--- config.mk ---
export PLATFORM = sky130hd
export DESIGN_NAME = mem_port_arbiter
export DESIGN_NICKNAME = d
export VERILOG_FILES = /design/src/rtl/mem_port_arbiter.sv
export SDC_FILE = /design/constraint.sdc
export NUM_CORES = 1
export LEC_CHECK = 0
export CAP_MARGIN = 20
export CELL_PAD_IN_SITES_DETAIL_PLACEMENT = 0
export CELL_PAD_IN_SITES_GLOBAL_PLACEMENT = 1
export CORE_ASPECT_RATIO = 1.4
export CORE_MARGIN = 3
export CORE_UTILIZATION = 34
export DETAILED_ROUTE_END_ITERATION = 7
export GPL_ROUTABILITY_DRIVEN = 1
export GPL_TIMING_DRIVEN = 0
export MAX_ROUTING_LAYER = met4
export PLACE_DENSITY = 0.9
export SLEW_MARGIN = 10
export SYNTH_ARGS = -nofsm -noshare
export SYNTH_HDL_FRONTEND = slang
export SYNTH_SLANG_ARGS = --single-unit
--- constraint.sdc ---
create_clock -name clk_i -period 4.2 [get_ports clk_i]
set_input_delay 0.84 -clock clk_i [delete_from_list [all_inputs] [get_ports clk_i]]
set_output_delay 0.84 -clock clk_i [all_outputs]
set_load 0.1 [all_outputs]
--- src/rtl/mem_port_arbiter.sv ---
// Shares one req/ack memory port between instruction fetch and the MEM stage.
// MEM has fixed priority; each access ends with a one-cycle DONE that pulses completion.
module mem_port_arbiter #(
  parameter int unsigned AW      = 32,
  parameter int unsigned DW      = 32,
  parameter int unsigned TIMEOUT = 255
) (
  input  logic          clk_i,
  input  logic          rst_i,
  input  logic          start_i,

  input  logic          if_req_i,
  input  logic [AW-1:0] if_addr_i,
  output logic [DW-1:0] if_data_o,
  output logic          if_valid_o,
  output logic          if_stall_o,

  input  logic          mem_read_i,
  input  logic          mem_write_i,
  input  logic [AW-1:0] mem_addr_i,
  input  logic [DW-1:0] mem_wdata_i,
  output logic [DW-1:0] mem_rdata_o,
  output logic          mem_done_o,
  output logic          mem_stall_o,

  output logic          m_req_o,
  output logic          m_we_o,
  output logic [AW-1:0] m_addr_o,
  output logic [DW-1:0] m_wdata_o,
  input  logic          m_ack_i,
  input  logic [DW-1:0] m_rdata_i,

  output logic          busy_o,
  output logic          err_o
);

  // Watchdog counts 0..TIMEOUT-1; the abort fires in the cycle it holds TIMEOUT-1.
  localparam int unsigned     CntW    = (TIMEOUT > 1) ? $clog2(TIMEOUT) : 1;
  localparam logic [CntW-1:0] CntLast = CntW'(TIMEOUT - 1);

  typedef enum logic [1:0] {
    StIdle,
    StIfAcc,
    StMemAcc,
    StDone
  } state_e;

  state_e          state_q;
  logic            req_q;
  logic            we_q;
  logic [AW-1:0]   addr_q;
  logic [DW-1:0]   wdata_q;
  logic [DW-1:0]   if_data_q;
  logic [DW-1:0]   mem_rdata_q;
  logic            if_valid_q;
  logic            mem_done_q;
  logic            err_q;
  logic [CntW-1:0] wdog_q;

  logic mem_any;
  logic timeout_hit;

  assign mem_any     = mem_read_i | mem_write_i;
  assign timeout_hit = (TIMEOUT != 0) && (wdog_q == CntLast);

  always_ff @(posedge clk_i or negedge rst_i) begin
    if (!rst_i) begin
      state_q     <= StIdle;
      req_q       <= 1'b0;
      we_q        <= 1'b0;
      addr_q      <= '0;
      wdata_q     <= '0;
      if_data_q   <= '0;
      mem_rdata_q <= '0;
      if_valid_q  <= 1'b0;
      mem_done_q  <= 1'b0;
      err_q       <= 1'b0;
      wdog_q      <= '0;
    end else begin
      if_valid_q <= 1'b0;
      mem_done_q <= 1'b0;
      unique case (state_q)
        StIdle: begin
          wdog_q <= '0;
          if (start_i && mem_any) begin
            state_q <= StMemAcc;
            req_q   <= 1'b1;
            we_q    <= mem_write_i;
            addr_q  <= mem_addr_i;
            wdata_q <= mem_wdata_i;
          end else if (start_i && if_req_i) begin
            state_q <= StIfAcc;
            req_q   <= 1'b1;
            we_q    <= 1'b0;
            addr_q  <= if_addr_i;
            wdata_q <= '0;
          end
        end

        StIfAcc: begin
          if (m_ack_i) begin
            state_q    <= StDone;
            req_q      <= 1'b0;
            if_data_q  <= m_rdata_i;
            if_valid_q <= 1'b1;
          end else if (timeout_hit) begin
            state_q    <= StDone;
            req_q      <= 1'b0;
            err_q      <= 1'b1;
            if_data_q  <= '0;
            if_valid_q <= 1'b1;
          end else begin
            wdog_q <= wdog_q + CntW'(1);
          end
        end

        StMemAcc: begin
          if (m_ack_i) begin
            state_q    <= StDone;
            req_q      <= 1'b0;
            mem_done_q <= 1'b1;
            if (!we_q) begin
              mem_rdata_q <= m_rdata_i;
            end
          end else if (timeout_hit) begin
            // Aborted accesses still complete so the pipeline never deadlocks.
            state_q     <= StDone;
            req_q       <= 1'b0;
            err_q       <= 1'b1;
            mem_rdata_q <= '0;
            mem_done_q  <= 1'b1;
          end else begin
            wdog_q <= wdog_q + CntW'(1);
          end
        end

        StDone: begin
          state_q <= StIdle;
        end

        default: begin
          state_q <= StIdle;
        end
      endcase
    end
  end

  assign m_req_o     = req_q;
  assign m_we_o      = we_q;
  assign m_addr_o    = addr_q;
  assign m_wdata_o   = wdata_q;
  assign if_data_o   = if_data_q;
  assign if_valid_o  = if_valid_q;
  assign mem_rdata_o = mem_rdata_q;
  assign mem_done_o  = mem_done_q;
  assign err_o       = err_q;
  assign busy_o      = (state_q != StIdle);

  // Stalls release in the completion cycle so the pipeline advances exactly once.
  assign mem_stall_o = rst_i & mem_any & ~mem_done_q;
  assign if_stall_o  = rst_i & if_req_i & ~if_valid_q;

  assert property (@(posedge clk_i) disable iff (!rst_i) !(if_valid_o && mem_done_o));
  assert property (@(posedge clk_i) disable iff (!rst_i) m_req_o |-> busy_o);

endmodule

# == After elaboration in Yosys (flattened, before gate mapping) ==
# Cells that the tools add are included.
# word_totals
ff_bits,143
inputBits,135
# op_classes
n_addsub,1
n_eq_ne,9
n_mux,27
bitwise_logic,8
reduce_logical,15
# ops
operator,count
$mux W32,8
$mux W8,2
$pmux W8 S2,1
$reduce_and A3 Y1,4
$mux W1,10
$add A8 B1 Y8 const B,1
$eq A8 B8 Y1 const B,1
$mux W2,4
$reduce_bool A2 Y1,4
$ne A2 B2 Y1 const B,3
$pmux W2 S3,1
$reduce_and A2 Y1,3
$and A1 B1 Y1,4
$eq A2 B2 Y1 const B,2
$ne A3 B1 Y1 const B,1
$ne A3 B3 Y1 const B,1
$not A1 Y1,3
$eq A2 B1 Y1 const B,1
$logic_and A1 B1 Y1,2
$logic_not A2 Y1,1
$pmux W1 S2,1
$reduce_or A2 Y1,1
$or A1 B1 Y1,1

# == Logic depth before layout (Yosys ltp) ==
# depth
word_depth,4
mapped_depth,7
depth_no_buf,6

# == Worst setup path after synthesis ==
# Ideal clock, no wire load.
# synth_path
path_type,input port to output port
startpoint,input port mem_write_i
endpoint,output port mem_stall_o
arrival_time_ps,3078
required_ps,3360
slack_ps,282
stages,2
path_cell_list,nor2_1 -> nor3b_1
# synth_between
elab_chain_len,3
# synth_rtl
element,line,source
"start, declared",19,"input logic mem_write_i,"
$or A1 B1 Y1,63,assign mem_any = mem_read_i | mem_write_i;
$and A1 B1 Y1 (2 in a row),160,assign mem_stall_o = rst_i & mem_any & ~mem_done_q;
"end, declared",24,"output logic mem_stall_o,"
# No other way between the ends.

# == Final worst setup path ==
# layout_path
startpoint,input port rst_i
endpoint,output port if_stall_o
# layout_between
elab_chain_len,2
# layout_rtl
element,line,source
"start, declared",9,"input logic rst_i,"
$and A1 B1 Y1 (2 in a row),161,assign if_stall_o = rst_i & if_req_i & ~if_valid_q;
"end, declared",16,"output logic if_stall_o,"
# No other way between the ends.

==> results.json <==
{
  "die-width_um": 118,
  "via_per_inst": 5.16,
  "grt_usage_pct": 21.5,
  "cts_tree": "yes",
  "boundaryPins": 271,
  "clock_sinks": 143,
  "crit_chain": "buf_6 -> buf_16 -> nand2_1 -> nor2_1 -> clkdlybuf4s50_1",
  "wire_per_inst_um": 19.6,
  "ys.warnings.count": 0,
  "port_buffers": 270,
  "cts_hold_buf": 0,
  "hpwl_um": 15300,
  "syn_area_per_cell_um2": 12.3,
  "drt-initial-drc-count": 248,
  "grt_setup_unrepaired": "false",
  "root_buffer": "clkbuf_16",
  "start_util_pct": 35.2,
  "synth.top_cell.area_share_pct": 59.6,
  "syn_nets": 630,
  "cts-buffers-inserted": 17,
  "cap_violations": 0,
  "final_core_util_pct": 56.5,
  "postRouteAntennaNets": 0,
  "synth_top_cell_by_area": "dfrtp_1",
  "cp.required_ns": 3.36,
  "synth_edf_count": 0,
  "wl_um": 20100,
  "slowest_stage": "clkdlybuf4s50_1",
  "cpPeakStageDelay_ns": 1.17,
  "die_h_um": 163,
  "max_slew_margin_pct": 27.1,
  "drtPass1Iterations": 5,
  "layout_common_cells": "268 x clkdlybuf4s50_1, 143 x dfrtp_1, 65 x a22o_1",
  "mostFrequentLayoutCell": "clkdlybuf4s50_1",
  "synthCells": 489,
  "clk_latency_ns": 0.41,
  "grt-ovfl-total": 0,
  "finalHoldViolations": 0,
  "grt_max_degree": 86,
  "area_growth_pct": 60.4,
  "register_area_um2": 3580,
  "clock_skew_ns": 0.00790,
  "fp.coreArea_um2": 17000,
  "num_vias": 5298,
  "postCtsSetupBuffers": 0,
  "ys_ff_latch": 143,
  "drive_gt1_share_pct": 7.21,
  "multiInputGateArea_um2": 2200,
  "crit_fanout": 85,
  "min_path_type": "input pin to async pin",
  "timing_max_transition_violations_final": 0,
  "crit_buf_inv": 3,
  "drc": 0,
  "worst_slew_pin_slew_ns": 1.09,
  "cts_max_level": 4,
  "status": "finished, final reports clean",
  "gp_congestion": 0.811,
  "synthArstFlopShare_pct": 100,
  "clk_pin_slew_ns": 0.06,
  "cp_top_family": "buffers and inverters",
  "seq_area_frac_synth_pct": 59.6,
  "pre_cts_ws_ns": 0.170,
  "std_cell_rows": 56,
  "min_period_ns": 3.97,
  "synth_top_flop_cell": "dfrtp_1",
  "synth_cell_types": 44,
  "clockBufferDepth": 2,
  "die_area_um2": 19300,
  "fin_nets": 920,
  "grt_first_pass_wirelength_um": 31900,
  "period_share_pct": 94.6,
  "setup_slack_ns": 0.226,
  "path_class": "input pin to output pin",
  "cp-start-kind": "input pin",
  "end_kind": "output pin",
  "antenna_found_initial": 4,
  "fmax_ghz": 0.252,
  "critPathArrivalTime_ns": 3.13,
  "fill_cells": 1472,
  "ys_top_cells_by_area": "dfrtp_1 60%, a22o_1 9.5%, mux2i_1 5.3%",
  "grt_pass1_vias": 5849,
  "cts.repair.resized": 0,
  "finalSetupViolCount": 0,
  "whs_ns": 0.398,
  "syn-cell-area_um2": 6000
}
==> synth_stat cells, types with 2 or more instances <==
| master | count |
|---|---|
| a21oi_1 | 3 |
| a22o_1 | 65 |
| a22oi_1 | 32 |
| a2bb2oi_1 | 2 |
| a31oi_1 | 2 |
| buf_2 | 15 |
| buf_6 | 3 |
| clkbuf_1 | 20 |
| dfrtp_1 | 143 |
| ha_1 | 6 |
| inv_1 | 7 |
| mux2i_1 | 32 |
| nand2_1 | 45 |
| nand3_1 | 8 |
| nor2_1 | 6 |
| o211ai_1 | 3 |
| o21ai_0 | 28 |
| o21ai_1 | 6 |
| o22a_1 | 2 |
| o2bb2ai_1 | 32 |
| o311ai_0 | 3 |
| o311ai_1 | 2 |
| o31a_1 | 2 |
| or3_1 | 2 |
==> state kept, by name, indices dropped and copies added (netlist names) <==
| signal | count |
|---|---|
| err_o | 1 |
| if_data_o | 32 |
| if_valid_o | 1 |
| m_addr_o | 32 |
| m_req_o | 1 |
| m_wdata_o | 32 |
| m_we_o | 1 |
| mem_done_o | 1 |
| mem_rdata_o | 32 |
| state_q | 2 |
| wdog_q | 8 |
==> layer usage <==
metal / track usage, % / wire length [µm]
met5: - / 0
met4: 6.29 / 335
met3: 8.94 / 2090
met2: 35.9 / 10000
met1: 23.7 / 7700
==> per-stage QoR <==
stage	TNS (ns)	area [µm²]	std cells
final	0	9620	1027
after global routing	0	9620	1027
after CTS	0	9610	1023
after detailed placement	0	9020	992
after global placement	-466.63	8990	991
after floorplan	0	6000	489
==> area by class of cell <==
class | instances | area share, %
sequential | 143 | 37.2
clock inverter | 10 | 1.34
clock buffer | 21 | 4.78
tap | 232 | 3.02
antenna | 4 | 0.104
multi-input combinational | 299 | 22.9
inverter | 8 | 0.312
buffer | 39 | 1.99
timing repair buffer | 271 | 28.4
==> logic make-up after synthesis <==
group / count (synthesis) / synth area share, %
buf+inv: 47 / 3.69
fa+ha+maj: 6 / 1.25
compound gates: 187 / 24.2
mux: 32 / 5.34
simple gates: 74 / 5.84
flops: 143 / 59.6
==> final timing paths <==
path | start | to | slack [ns] | cells past startpoint
max | rst_i | if_stall_o | 0.23 | 5
min | rst_i | if_data_o[6]$_DFFE_PN0P_ | 0.40 | 1
max reg2reg | state_q[0]$_DFFE_PN0P_ | m_wdata_o[25]$_DFFE_PN0P_ | 2.12 | 6
min reg2reg | err_o$_DFFE_PN0P_ | err_o$_DFFE_PN0P_ | 0.47 | 1
max in group asynchronous | rst_i | m_wdata_o[20]$_DFFE_PN0P_ | 2.98 | 2
min in group clk_i | err_o$_DFFE_PN0P_ | err_o$_DFFE_PN0P_ | 0.47 | 1
Power is not shown: default switching activity piles up to over one toggle a cycle in this logic, so the estimate is an artifact.
